`src/rtl/knight_move_feeder_pkg.sv`:
```
// Shared move-checker constants: piece type codes, the packed piece layout and
// the feeder FSM state encoding.
package knight_move_feeder_pkg;

    localparam logic [2:0] EMPTY   = 3'd0;
    localparam logic [2:0] PAWN    = 3'd1;
    localparam logic [2:0] KNIGHT  = 3'd2;
    localparam logic [2:0] BISHOP  = 3'd3;
    localparam logic [2:0] ROOK    = 3'd4;
    localparam logic [2:0] QUEEN   = 3'd5;
    localparam logic [2:0] KING    = 3'd6;
    localparam logic [2:0] INVALID = 3'd7;

    localparam logic [5:0] LAST_SQ = 6'd63;
    localparam logic [2:0] LAST_K  = 3'd7;

    typedef struct packed {
        logic [2:0] ptype;
        logic [2:0] col;
        logic [2:0] row;
        logic       color;
    } piece_t;

    typedef enum logic [2:0] {
        S_IDLE     = 3'd0,
        S_SCAN     = 3'd1,
        S_SCAN_CHK = 3'd2,
        S_OFF      = 3'd3,
        S_OFF_RD   = 3'd4,
        S_EMIT     = 3'd5,
        S_DONE     = 3'd6
    } state_t;

endpackage

```
`src/rtl/knight_move_feeder_if.sv`:
```
// Board RAM read port plus the pair stream from the feeder to the knight checker.
interface knight_move_feeder_if;
    import knight_move_feeder_pkg::*;

    logic       board_rd_en;
    logic [5:0] board_addr;
    logic [3:0] board_data;

    // Pair stream: a pair transfers on a cycle with pair_valid && pair_ready;
    // once raised, pair_valid and both pieces hold until that transfer happens.
    logic       pair_valid;
    logic       pair_ready;
    piece_t     src_piece;
    piece_t     dest_piece;

    modport master (
        output board_rd_en, board_addr, pair_valid, src_piece, dest_piece,
        input  board_data, pair_ready
    );

    modport slave (
        input  board_rd_en, board_addr, pair_valid, src_piece, dest_piece,
        output board_data, pair_ready
    );

endinterface

```
`src/rtl/knight_move_feeder_offset_rom.sv`:
```
// Combinational table of the eight knight jumps, indexed clockwise from (+1,+2).
module knight_move_feeder_offset_rom (
    input  logic        [2:0] k,
    output logic signed [3:0] dcol,
    output logic signed [3:0] drow
);

    always_comb begin
        dcol = '0;
        drow = '0;
        case (k)
            3'd0: begin dcol =  4'sd1; drow =  4'sd2; end
            3'd1: begin dcol =  4'sd2; drow =  4'sd1; end
            3'd2: begin dcol =  4'sd2; drow = -4'sd1; end
            3'd3: begin dcol =  4'sd1; drow = -4'sd2; end
            3'd4: begin dcol = -4'sd1; drow = -4'sd2; end
            3'd5: begin dcol = -4'sd2; drow = -4'sd1; end
            3'd6: begin dcol = -4'sd2; drow =  4'sd1; end
            default: begin dcol = -4'sd1; drow = 4'sd2; end
        endcase
    end

endmodule

```
`src/rtl/knight_move_feeder.sv`:
```
// Scans the board for knights of the side to move and streams eight
// {src, dest} pairs per knight; off-board targets are tagged INVALID.
module knight_move_feeder
    import knight_move_feeder_pkg::*;
#(
    parameter int RD_LAT = 1
) (
    input  logic                clk,
    input  logic                rst_n,
    input  logic                start,
    input  logic                turn,
    knight_move_feeder_if.master bus,
    output logic                busy,
    output logic                done,
    output state_t              dbg_state
);

    if (RD_LAT != 1) begin : g_rd_lat_check
        $error("knight_move_feeder: only RD_LAT = 1 is supported");
    end

    state_t            r_state;
    state_t            w_next;
    logic        [5:0] r_sq;
    logic        [2:0] r_k;
    logic              r_turn;
    piece_t            r_src;
    piece_t            r_dest;

    logic signed [3:0] w_dcol;
    logic signed [3:0] w_drow;
    logic        [3:0] w_tc;
    logic        [3:0] w_tr;
    logic              w_on_board;
    logic              w_own_knight;
    logic              w_rd_en;
    logic        [5:0] w_addr;

    knight_move_feeder_offset_rom u_rom (
        .k    (r_k),
        .dcol (w_dcol),
        .drow (w_drow)
    );

    // 4-bit sums span -2..9; bit 3 set means below 0 or above 7.
    assign w_tc         = {1'b0, r_src.col} + $unsigned(w_dcol);
    assign w_tr         = {1'b0, r_src.row} + $unsigned(w_drow);
    assign w_on_board   = !w_tc[3] && !w_tr[3];
    assign w_own_knight = (bus.board_data[3:1] == KNIGHT) && (bus.board_data[0] == r_turn);

    always_comb begin
        w_next  = r_state;
        w_rd_en = 1'b0;
        w_addr  = '0;
        case (r_state)
            S_IDLE: begin
                if (start) w_next = S_SCAN;
            end
            S_SCAN: begin
                w_rd_en = 1'b1;
                w_addr  = r_sq;
                w_next  = S_SCAN_CHK;
            end
            S_SCAN_CHK: begin
                if (w_own_knight)        w_next = S_OFF;
                else if (r_sq == LAST_SQ) w_next = S_DONE;
                else                      w_next = S_SCAN;
            end
            S_OFF: begin
                if (w_on_board) begin
                    w_rd_en = 1'b1;
                    w_addr  = {w_tc[2:0], w_tr[2:0]};
                    w_next  = S_OFF_RD;
                end else begin
                    w_next  = S_EMIT;
                end
            end
            S_OFF_RD: w_next = S_EMIT;
            S_EMIT: begin
                if (bus.pair_ready) begin
                    if (r_k != LAST_K)        w_next = S_OFF;
                    else if (r_sq == LAST_SQ) w_next = S_DONE;
                    else                      w_next = S_SCAN;
                end
            end
            S_DONE:  w_next = S_IDLE;
            default: w_next = S_IDLE;
        endcase
    end

    always_ff @(posedge clk) begin
        if (!rst_n) begin
            r_state <= S_IDLE;
            r_sq    <= '0;
            r_k     <= '0;
            r_turn  <= 1'b0;
            r_src   <= '0;
            r_dest  <= '0;
        end else begin
            r_state <= w_next;
            case (r_state)
                S_IDLE: begin
                    if (start) begin
                        r_turn <= turn;
                        r_sq   <= '0;
                    end
                end
                S_SCAN_CHK: begin
                    if (w_own_knight) begin
                        r_src <= piece_t'{KNIGHT, r_sq[5:3], r_sq[2:0], bus.board_data[0]};
                        r_k   <= '0;
                    end else if (r_sq != LAST_SQ) begin
                        r_sq  <= r_sq + 6'd1;
                    end
                end
                S_OFF: begin
                    if (!w_on_board)
                        r_dest <= piece_t'{INVALID, w_tc[2:0], w_tr[2:0], 1'b0};
                end
                S_OFF_RD: begin
                    r_dest <= piece_t'{bus.board_data[3:1], w_tc[2:0], w_tr[2:0], bus.board_data[0]};
                end
                S_EMIT: begin
                    if (bus.pair_ready) begin
                        if (r_k != LAST_K)        r_k  <= r_k + 3'd1;
                        else if (r_sq != LAST_SQ) r_sq <= r_sq + 6'd1;
                    end
                end
                default: ;
            endcase
        end
    end

    assign bus.board_rd_en = w_rd_en;
    assign bus.board_addr  = w_addr;
    assign bus.pair_valid  = (r_state == S_EMIT);
    assign bus.src_piece   = r_src;
    assign bus.dest_piece  = r_dest;
    assign busy            = (r_state != S_IDLE);
    assign done            = (r_state == S_DONE);
    assign dbg_state       = r_state;

endmodule

```
`src/flat_wrapper.sv`:
```
// flat-port wrapper written by rule: the top's interface ports become plain ports
module knight_move_feeder_flat import knight_move_feeder_pkg::*;
#(
    parameter int RD_LAT = 1
)
  (clk, rst_n, start, turn, busy, done, dbg_state, bus_board_rd_en, bus_board_addr, bus_pair_valid, bus_src_piece, bus_dest_piece, bus_board_data, bus_pair_ready);
  knight_move_feeder_if bus_i ();
  input  logic clk;
  input  logic rst_n;
  input  logic start;
  input  logic turn;
  output logic busy;
  output logic done;
  output state_t dbg_state;
  output wire logic [$bits(bus_i.board_rd_en)-1:0] bus_board_rd_en;
  output wire logic [$bits(bus_i.board_addr)-1:0] bus_board_addr;
  output wire logic [$bits(bus_i.pair_valid)-1:0] bus_pair_valid;
  output wire logic [$bits(bus_i.src_piece)-1:0] bus_src_piece;
  output wire logic [$bits(bus_i.dest_piece)-1:0] bus_dest_piece;
  input wire logic [$bits(bus_i.board_data)-1:0] bus_board_data;
  input wire logic [$bits(bus_i.pair_ready)-1:0] bus_pair_ready;
  assign bus_board_rd_en = bus_i.board_rd_en;
  assign bus_board_addr = bus_i.board_addr;
  assign bus_pair_valid = bus_i.pair_valid;
  assign bus_src_piece = bus_i.src_piece;
  assign bus_dest_piece = bus_i.dest_piece;
  assign bus_i.board_data = bus_board_data;
  assign bus_i.pair_ready = bus_pair_ready;
  knight_move_feeder #(.RD_LAT(RD_LAT)) u_core (.clk(clk), .rst_n(rst_n), .start(start), .turn(turn), .bus(bus_i), .busy(busy), .done(done), .dbg_state(dbg_state));
endmodule
```
`config.mk`:
```
export PLATFORM = sky130hd
export DESIGN_NAME = knight_move_feeder_flat
export DESIGN_NICKNAME = d
export VERILOG_FILES = /design/src/rtl/knight_move_feeder_pkg.sv /design/src/rtl/knight_move_feeder_if.sv /design/src/rtl/knight_move_feeder_offset_rom.sv /design/src/rtl/knight_move_feeder.sv /design/src/flat_wrapper.sv
export SDC_FILE = /design/constraint.sdc
export NUM_CORES = 1
export LEC_CHECK = 0
export CORE_UTILIZATION = 55
export DETAILED_ROUTE_END_ITERATION = 6
export GPL_ROUTABILITY_DRIVEN = 0
export PLACE_DENSITY = 0.86
export SETUP_SLACK_MARGIN = 0.3
export SKIP_CTS_REPAIR_TIMING = 1
export SLEW_MARGIN = 15
export SYNTH_ARGS = -nofsm -noshare
export SYNTH_HDL_FRONTEND = slang
export SYNTH_SLANG_ARGS = --single-unit
export TNS_END_PERCENT = 1
```
`constraint.sdc`:
```
create_clock -name clk -period 5.13 [get_ports clk]
set_input_delay 1.026 -clock clk [delete_from_list [all_inputs] [get_ports clk]]
set_output_delay 1.026 -clock clk [all_outputs]
set_load 0.02 [all_outputs]
```
==> out/qor.txt <==
status -> completed
Row Count -> 21
Final TNS setup -> 0 ns
worst-skew pair later-pin latency -> 0.33 ns
Cells after Synth -> 241
Post-synth top flop -> dfxtp_1
Commonest cells post-synth -> 31 x dfxtp_1, 30 x nand2_1, 25 x nor2_1
CP Capture Point -> bus_board_addr[3]
CTS Sinks -> 31
placed cell area -> 2330 um^2
PD cells -> 188 nW/um^2
Crit. End Element -> output pin
DRC Markers -> 0
startpoint types -> register
count leader, synth -> dfxtp_1
worst-margin pin slew -> 0.875 ns
crit-path max FO -> 11
R2R cell count -> 12
die width -> 61.4 um
Final Instance Count excl. Fillers -> 321
Reg2Reg Launch Point -> u_core.r_k[0]
Final Skew -> 0.0109 ns
min Tclk post-route -> 4.63 ns
Worst-path clk slew -> 0.09 ns
clock root buffer master -> clkbuf_4
number of synthesized register bits -> 31
Non-Filler Cell Area, Final -> 2390 um^2
first drt pass iteration count -> 4
final net count -> 298
yosys synthesis warning count -> 0
share of the synthesized area in the top cell type -> 32.0%
Syn Area/Cell -> 8.05 um^2
H-tree levels -> 2
Leakage -> 0.966 nW
initial antenna violation count -> 0
num ports -> 42
routed wire length -> 4.50 mm
maximum VDD drop -> 0.124 mV
Post-Syn Area -> 1940 um^2
routed len/inst -> 14.0 um
Via-to-Cell Ratio -> 5.67
RR Endpoint -> u_core.bus.dest_piece[7]
worst slack, placed -> 0.775 ns
ys async rst share -> 0%
Hold Fails Final Rpt -> 0
area grow syn2layout -> 23.0%
n_diodes -> 0
CTS max path bufs -> 2
initial core utilization -> 57.7%
count of routing violations after the opening detailed-route iteration -> 135
synth top area cells -> dfxtp_1 32%, ha_1 8.4%, mux2i_1 7.2%
Routed Antenna Nets -> 0
port buffer count -> 39
WHS -> 0.455 ns
kind of critical path -> reg2out
Worst Min Path Start -> u_core.bus.src_piece[8]
Die Height -> 61.4 um
Core ar. -> 3360 um^2
first-pass GRT wire length -> 6.93 mm
CP arrival -> 3.61 ns
Vias -> 1819
hpwl dp -> 3.26 mm
max_cap viols -> 0
power consumption -> 0.448 mW
Final setup viols -> 0
TritonCTS clock tree -> done
Crit path required time -> 4.10 ns
Seq/Total Area, Yosys -> 32.0%
total placed cells including tap cells -> 313
Final Max Slew Viols -> 0
Synth cell types -> 50
total track usage -> 25.7%
largest net degree at the start of global routing -> 25
Final WS setup -> 0.498 ns
RSZ-0062 raised after global routing -> yes
GRT overflow -> 0
period utilization -> 90.3%
Final Core Density -> 70.9%
Die Area -> 3770 um^2
vias in the first global route -> 1537
min-delay worst type -> reg2reg
share of cells above drive strength 1 -> 7.27%
max_slew headroom -> 41.5%
maximum clock rate -> 216 MHz
CTS Buf Count -> 5
Critical Path Start -> u_core.r_k[0]
EDFF count, synth -> 0
reg2reg setup slack -> 1.99 ns
cell taking the most area after synthesis -> dfxtp_1
[logic make-up (layout without fill, tap and decap cells)]
| family | Yosys count | after routing | synth area share (%) |
|---|---|---|---|
| simple gates | 94 | 94 | 23.0 |
| buf+inv | 25 | 58 | 5.61 |
| xor+xnor | 5 | 5 | 2.26 |
| flops | 31 | 31 | 32.0 |
| fa+ha+maj | 15 | 15 | 10.5 |
| other cells | 1 | 2 | 0.193 |
| mux | 14 | 14 | 7.23 |
| compound gates | 56 | 56 | 19.2 |
[power by group]
part,switching [mW],leakage [nW],internal (mW),total [mW]
sequential,0.00761,0.250,0.243,0.251
clock,0.0826,0.0293,0.0533,0.136
combinational,0.0358,0.686,0.0247,0.0605
[registers in the layout (all words and copies together), names as in the netlist]
name and cells:
u_core.bus.dest_piece 10, u_core.bus.src_piece 8, u_core.dbg_state 3, u_core.r_k 3
u_core.r_sq 6, u_core.r_turn 1
[area by class of cell]
cell class | count | area (um^2)
fill | 269 | 977
clock inverter | 1 | 5.00
sequential | 31 | 621
multi-input combinational | 186 | 1220
clock buffer | 7 | 45.0
tap | 46 | 57.6
timing repair buffer | 40 | 400
inverter | 10 | 37.5
[routing by layer]
layer | vias up | share of wire [%] | GRT usage, %
met4 | 0 | 1.4 | 12.1
li1 | 901 | - | -
met2 | 86 | 46 | 40.1
met3 | 5 | 8.3 | 6.51
met5 | - | 0 | 0
met1 | 827 | 44 | 33.3
[cell usage in the layout, fill, tap and decap left out, drive strengths merged, types with 5 or more instances in the layout]
| cell | instances |
|---|---|
| inv | 9 |
| nor2 | 25 |
| mux2i | 14 |
| o21ai | 9 |
| clkbuf | 7 |
| nand2 | 31 |
| a21oi | 21 |
| nand3 | 12 |
| ha | 13 |
| clkdlybuf4s50 | 38 |
| nor3 | 5 |
| dfxtp | 31 |
[how the worst min path moves through the flow]
stage                         endpoint  slack [ns]  depth (start not counted)
3_3_place_gp   u_core.bus.src_piece[8]        0.44                          2
3_5_place_dp   u_core.bus.src_piece[8]        0.44                          2
6_report       u_core.bus.src_piece[8]        0.46                          2
4_1_cts        u_core.bus.src_piece[8]        0.46                          2
5_1_grt        u_core.bus.src_piece[8]        0.49                          2
2_1_floorplan           u_core.r_sq[1]        0.47                          2
[worst max-delay path, cell delays in order, from the launching register on]
cell,delay [ns]
dfxtp_1,0.35
ha_1,0.22
ha_1,0.23
nor4b_2,0.34
o21ai_0,0.22
ha_1,0.31
a21o_1,0.15
a21oi_1,0.17
xnor2_1,0.08
nor2_1,0.10
buf_4,0.18
nand3_1,0.09
a21oi_1,0.20
clkdlybuf4s50_1,0.63
No activity file was read; power rests on OpenSTA's default activity.
